$ cat config.mk
export PLATFORM = sky130hd
export DESIGN_NAME = mdr_load_unit_flat
export DESIGN_NICKNAME = d
export VERILOG_FILES = /design/src/rtl/mdr_load_unit_if.sv /design/src/rtl/mdr_load_unit.sv /design/src/flat_wrapper.sv
export SDC_FILE = /design/constraint.sdc
export NUM_CORES = 1
export LEC_CHECK = 0
export ABC_AREA = 1
export CAP_MARGIN = 25
export CORE_MARGIN = 2
export CORE_UTILIZATION = 35
export CTS_CLUSTER_SIZE = 24
export DETAILED_ROUTE_END_ITERATION = 8
export PLACE_DENSITY = 0.71
export SLEW_MARGIN = 30
export SYNTH_ARGS = -nofsm -noshare
export SYNTH_HDL_FRONTEND = slang
export SYNTH_SLANG_ARGS = --single-unit
$ cat constraint.sdc
create_clock -name clk -period 2.95 [get_ports clk]
set_input_delay 0.4425 -clock clk [delete_from_list [all_inputs] [get_ports clk]]
set_output_delay 0.4425 -clock clk [all_outputs]
set_load 0.005 [all_outputs]
$ cat src/rtl/mdr_load_unit_if.sv
// mdr_load_unit_if: data-memory read bus between the load unit and memory
// mem_addr: word-aligned read address, driven by the load unit
// mem_rd: read request, held until acknowledged or aborted
// mem_ack: memory response valid, driven by memory
// mem_rdata: little-endian read data, valid with mem_ack
interface mdr_load_unit_if;
  logic [31:0] mem_addr;
  logic mem_rd;
  logic mem_ack;
  logic [31:0] mem_rdata;
  modport master (output mem_addr, mem_rd, input mem_ack, mem_rdata);
  modport slave (input mem_addr, mem_rd, output mem_ack, mem_rdata);
endinterface

$ cat src/rtl/mdr_load_unit.sv
// mdr_load_unit: issues data-memory reads and latches the extended byte/half/word into the MDR
// clk, reset_n: clock and asynchronous active-low reset
// start, addr, size, sign_ext: load request from the controller, sampled in IDLE
// mem: read bus to data memory (master side)
// MDRtoMux2: memory data register feeding the write-back select
// busy, done, err: status; done and err are one-cycle pulses
module mdr_load_unit #(
  parameter int unsigned TIMEOUT = 255
) (
  input  logic clk,
  input  logic reset_n,
  input  logic start,
  input  logic [31:0] addr,
  input  logic [1:0] size,
  input  logic sign_ext,
  mdr_load_unit_if.master mem,
  output logic [31:0] MDRtoMux2,
  output logic busy,
  output logic done,
  output logic err
);
  typedef enum logic [1:0] {IDLE, REQ, DONE, ERR} state_t;
  localparam logic [7:0] LAST = 8'(TIMEOUT - 1);
  state_t state, nxt;
  logic [7:0] cnt;
  logic [1:0] lane, sz;
  logic sx, legal;
  logic [7:0] b;
  logic [15:0] h;
  logic [31:0] ext;
  assign legal = !(size == 2'b11 || (size == 2'b01 && addr[0]) || (size == 2'b10 && addr[1:0] != 2'b00));
  assign b = mem.mem_rdata[{lane, 3'b000} +: 8];
  assign h = lane[1] ? mem.mem_rdata[31:16] : mem.mem_rdata[15:0];
  assign ext = sz == 2'b00 ? {{24{sx & b[7]}}, b} : sz == 2'b01 ? {{16{sx & h[15]}}, h} : mem.mem_rdata;
  // Ack is checked before the counter so an ack on the last allowed cycle still completes.
  always_comb begin
    nxt = IDLE;
    if (state == IDLE) nxt = start ? (legal ? REQ : ERR) : IDLE;
    else if (state == REQ) nxt = mem.mem_ack ? DONE : cnt == LAST ? ERR : REQ;
  end
  // Outputs decode straight from state so reset drops mem_rd immediately.
  assign mem.mem_rd = state == REQ;
  assign busy = state != IDLE;
  assign done = state == DONE;
  assign err = state == ERR;
  always_ff @(posedge clk or negedge reset_n)
    if (!reset_n) begin
      state <= IDLE;
      cnt <= '0;
      lane <= '0;
      sz <= '0;
      sx <= 1'b0;
      mem.mem_addr <= '0;
      MDRtoMux2 <= '0;
    end else begin
      state <= nxt;
      cnt <= state == REQ ? cnt + 8'd1 : 8'd0;
      if (state == IDLE && start && legal) begin
        mem.mem_addr <= {addr[31:2], 2'b00};
        lane <= addr[1:0];
        sz <= size;
        sx <= sign_ext;
      end
      if (state == REQ && mem.mem_ack) MDRtoMux2 <= ext;
    end
endmodule
$ cat src/flat_wrapper.sv
// flat-port wrapper written by rule: the top's interface ports become plain ports
module mdr_load_unit_flat 
#(
  parameter int unsigned TIMEOUT = 255
)
  (clk, reset_n, start, addr, size, sign_ext, MDRtoMux2, busy, done, err, mem_mem_addr, mem_mem_rd, mem_mem_ack, mem_mem_rdata);
  mdr_load_unit_if mem_i ();
  input  logic clk;
  input  logic reset_n;
  input  logic start;
  input  logic [31:0] addr;
  input  logic [1:0] size;
  input  logic sign_ext;
  output logic [31:0] MDRtoMux2;
  output logic busy;
  output logic done;
  output logic err;
  output wire logic [$bits(mem_i.mem_addr)-1:0] mem_mem_addr;
  output wire logic [$bits(mem_i.mem_rd)-1:0] mem_mem_rd;
  input wire logic [$bits(mem_i.mem_ack)-1:0] mem_mem_ack;
  input wire logic [$bits(mem_i.mem_rdata)-1:0] mem_mem_rdata;
  assign mem_mem_addr = mem_i.mem_addr;
  assign mem_mem_rd = mem_i.mem_rd;
  assign mem_i.mem_ack = mem_mem_ack;
  assign mem_i.mem_rdata = mem_mem_rdata;
  mdr_load_unit #(.TIMEOUT(TIMEOUT)) u_core (.clk(clk), .reset_n(reset_n), .start(start), .addr(addr), .size(size), .sign_ext(sign_ext), .mem(mem_i), .MDRtoMux2(MDRtoMux2), .busy(busy), .done(done), .err(err));
endmodule
Yosys cells after proc, flatten, opt, wreduce, memory -nomap -nowiden
Index checks and enable logic that the tools add are counted.

operators by class
  add/sub/neg operators = 1
  equal/unequal tests = 8
  shifts and indexed selects = 1
  multiplexer cells = 10
  bitwise gates (word level) = 2
  reduce and logical (&&, ||, !) cells = 12

operators by type and width
  cell                   count
  $mux W32               2
  $shiftx A32 B6 Y8      1
  $mux W16               1
  $mux W2                6
  $add A8 B1 Y8 const B  1
  $eq A2 B2 Y1 const B   4
  $eq A8 B8 Y1 const B   1
  $mux W8                1
  $eq A2 B1 Y1 const B   3
  $logic_and A1 B1 Y1    5
  $logic_not A2 Y1       2
  $reduce_bool A2 Y1     2
  $and A1 B1 Y1          2
  $logic_or A1 B1 Y1     2
  $logic_not A1 Y1       1

word-level totals
  register bits after elaboration = 77
  input bits = 71
  output and inout port bits = 68
  logic and storage cells = 41

Logic depth before layout (Yosys ltp)
  depth after elaboration = 7
  mapped depth = 10
  gate-level depth less buffers = 9

Worst setup path before layout
Ideal clock, no wire load.

  kind = input -> register
  from = input size[0]
  to = register u_core.mem.mem_addr[11]
  library setup time = 0.117 ns
  arrival = 1.222 ns
  required time = 2.833 ns
  setup slack = 1.611 ns
  stages = 6
  buffers on the path = 2
  path through = o31ai_4 nand2_1 buf_4 buf_6 nand2_1 nand2_1

on the way
  longest elaborated chain between the ends = 6
  elaborated cells between the ends (all ways) = 9
  those cells by class = 3 x eq/ne; 6 x reduce/logical

ends and longest elaborated chain
  item                     line                    text
  start, declared          flat_wrapper.sv:12      input logic [1:0] size;
  $eq A2 B1 Y1             mdr_load_unit.sv:31     assign legal = !(size == 2'b11 || (size == 2'b01 && addr[0]) || (size == 2'b10 && addr[1:0] != 2'b00));
  $logic_and A1 B1 Y1      mdr_load_unit.sv:31
  $logic_or A1 B1 Y1       mdr_load_unit.sv:31
  $logic_or A1 B1 Y1 (*)   mdr_load_unit.sv:31
  $logic_not A1 Y1 (*)     mdr_load_unit.sv:31
  $logic_and A1 B1 Y1 (*)  mdr_load_unit.sv:58     if (state == IDLE && start && legal) begin
  end signal, assigned     mdr_load_unit.sv:59     mem.mem_addr <= {addr[31:2], 2'b00};
  end, declared            mdr_load_unit_if.sv:11  modport master (output mem_addr, mem_rd, input mem_ack, mem_rdata);

Every way passes the cells marked *; elsewhere a longest branch is shown, timed or not.
A chain may end at the register's enable or synchronous reset.

Worst setup path after layout
  from = register u_core.sz[1]
  to = register u_core.MDRtoMux2[12]

on the way
  longest elaborated chain between the ends = 3
  elaborated cells between the ends (all ways) = 4
  those cells by class = 1 x eq/ne; 2 x mux; 1 x reduce/logical

ends and longest elaborated chain
  item                    line                 text
  start, declared         mdr_load_unit.sv:26  logic [1:0] lane, sz;
  start signal, assigned  mdr_load_unit.sv:61  sz <= size;
  $eq A2 B1 Y1            mdr_load_unit.sv:34  assign ext = sz == 2'b00 ? {{24{sx & b[7]}}, b} : sz == 2'b01 ? {{16{sx & h[15]}}, h} : mem.mem_rdata;
  $mux W32                mdr_load_unit.sv:34
  $mux W32 (*)            mdr_load_unit.sv:34
  end signal, assigned    mdr_load_unit.sv:64  if (state == REQ && mem.mem_ack) MDRtoMux2 <= ext;
  end, declared           mdr_load_unit.sv:17  output logic [31:0] MDRtoMux2,

Marked as above.

==> run metrics <==
status=finished, final reports clean; Final min period=2010 ps; drt pass-1 iters=6; cell count after synthesis=561; via count=4021; Vias/cell=4.83; largest family of logic cells by synthesized area=simple AND/OR/NAND/NOR gates; worst-path cell chain=inv_1 > nand3_2 > inv_2 > nand2_1 > nand3_1 > nand2_1 > nand2_1 > nand2_1; sw frac=0.373; Post-Synth XOR/XNOR Area=0.00218; mapped cell area=4010 µm²; # diodes=0; Clk network pwr share=0.201; Initial Util=0.354; Synth Area in Compound Gates=0.0452; IO Port Bufs=136; sequential group share of total power=0.345; met3 wire length=955 µm; Clock Tree Buf Depth=2; first-pass GRT wire length=19.3 mm; Yosys cell types=26; slowest stage delay, CP=630 ps; synthesized area per cell=7.15 µm²; Most Frequent Cell on Critical Path=nand2_1; Area growth, synth to finish=42.7%; dpl hpwl=8.34 mm; CTS clk-pin slew, worst paths=70 ps; CP Max Fanout=20; remaining antenna violation count after routing=0; mean routed wirelength per cell=14.0 µm; Final #Nets=757; leakage dissipation=2.98 nW; RSZ-0062 raised after global routing=false; Peak VDD IR=0.414 mV; count of pins over their slew limit=0; critical path required time=3170 ps; initial antenna violation count=0; Hold Path Class=input pin to async pin; DRC=0; Root Buffer=clkbuf_16; commonest cells after routing, fill and taps aside=281 x nand2_1, 135 x clkdlybuf4s50_1, 77 x dfrtp_1; commonest non-fill, non-tap cell in the layout=nand2_1; Worst Skew=7.10 ps; Rel. slew slack=0.510; multiplexer share of the synthesized area=0; H-tree depth=3; GR Util All Layers=0.192; Post-Route Setup TNS=0 ps; Simple-Gate Fraction of Synth Area=0.376; Place WS=820 ps; share of post-route cells with drive strength above 1=0.0522; IO Pins=139; Final Worst Setup Slack=938 ps; CTS Hold Bufs=0; Setup Fix Bufs, Post-CTS=0; max_cap viols=0; met1 wire length=4.97 mm; sequential element share of the synthesized area=0.480; Core Area=11300 µm²; Fillers=1107; die width=111 µm; final estimated routing congestion in global placement=0.884; post-route clock period utilization=0.682; Chip Height=111 µm; power per cell area=937 nW/µm²; Logic pwr share=0.454; CP Capture Type=register; grt ovf=0; count of routing violations after the opening detailed-route iteration=201; CTS tree=yes; Cell Rows=39; Slowest-stage cell, CP=dfrtp_1; die area=12300 µm²; final wirelength=11.6 mm; clk sinks=77; Skew-Pair Late Insertion Delay=330 ps; routed wl met2=5.46 mm; Fin. Hold Viols=0; flops & latches, synth=77; vias in the first global route=4115; CP Class=register to register; Fmax achieved=497 MHz; Post-Synth Adder-Cell Area=0.00624; Ys Warns=0; P_sw=0.00200 W; Int Power=0.00336 W; Top Layer Used=met4; critical path arrival=2230 ps; Least-Margin Pin Slew=735 ps; post_cts resized=0; setup violators final=0; cts bufs inserted=9; startpoint types=register; largest net degree at the start of global routing=78
[cells by family (layout without fill, tap and decap cells)]
kind of cell,after synthesis,in the layout
fa+ha+maj,2,2
simple gates,368,368
xor+xnor,1,1
other cells,1,2
flops,77,77
compound gates,30,30
buf+inv,82,209
[power groups by stage]
stage	clock (W)	combinational (W)	sequential, W
detailed placement	0	0.00246	0.00186
CTS	0.00110	0.00246	0.00186
finish	0.00108	0.00244	0.00185
global placement	0	0.00240	0.00186
global route	0.00115	0.00274	0.00191
floorplan	0	0.00125	0.00180
[synth_stat cells (all sizes together)]
cell type | n | share of area
a31oi | 1 | 0.0016
o31ai | 1 | 0.0053
conb | 1 | 0.00093
clkbuf | 12 | 0.011
ha | 2 | 0.0062
xor2 | 1 | 0.0022
nor3 | 4 | 0.0050
o211ai | 3 | 0.0056
or2 | 1 | 0.0016
dfrtp | 77 | 0.48
o21ai | 15 | 0.020
a21boi | 1 | 0.0019
buf | 19 | 0.031
nand2 | 281 | 0.26
nand4 | 1 | 0.0031
nor2 | 13 | 0.016
nand3 | 68 | 0.087
inv | 51 | 0.048
a21oi | 9 | 0.011
[registers in the layout, indices dropped and copies added, names as in the netlist]
| name | cells |
|---|---|
| u_core.MDRtoMux2 | 32 |
| u_core.cnt | 8 |
| u_core.mem.mem_addr | 30 |
| u_core.sz | 2 |
| u_core.state | 2 |
| u_core.sx | 1 |
| u_core.lane | 2 |
[critical path, delay by kind of cell, from the launching register on]
family / cells / cell delay (ps)
simple gates: 6 / 710
flops: 1 / 630
buf+inv: 2 / 550
[layout make-up]
class	count	area, µm²	share of cell area
Tap cell	143	179	0.0312
Inverter	51	191	0.0334
Timing Repair Buffer	142	1410	0.246
Sequential cell	77	1930	0.336
Clock buffer	10	239	0.0417
Clock inverter	6	52.6	0.00918
Multi-Input combinational cell	403	1730	0.302
[worst paths after layout]
path | slack [ps] | cells after the start | end | startpoint
max in group asynchronous | 2290 | 1 | u_core.MDRtoMux2[4] | reset_n
min in group clk | 470 | 2 | u_core.mem.mem_addr[24] | u_core.mem.mem_addr[24]
min reg2reg | 470 | 2 | u_core.mem.mem_addr[24] | u_core.mem.mem_addr[24]
max reg2reg | 940 | 8 | u_core.MDRtoMux2[12] | u_core.sz[1]
max | 940 | 8 | u_core.MDRtoMux2[12] | u_core.sz[1]
min | 100 | 1 | u_core.MDRtoMux2[3] | reset_n
[layer usage]
layer,global-route usage,vias up
met1,0.240,1853
met2,0.319,175
met4,0.0658,0
met5,0,-
li1,-,1976
met3,0.0580,17
[through the flow]
stage	total power, W	hold slack [ps]	instances	cell area (µm²)	util
finish	0.00537	102	832	5730	0.506
global route	0.00581	201	832	5730	0.506
CTS	0.00543	310	832	5720	0.506
detailed placement	0.00432	462	816	5430	0.480
global placement	0.00426	454	816	5430	0.480
floorplan	0.00306	147	562	4020	-
Note: power is estimated with default switching activity, not from simulation.
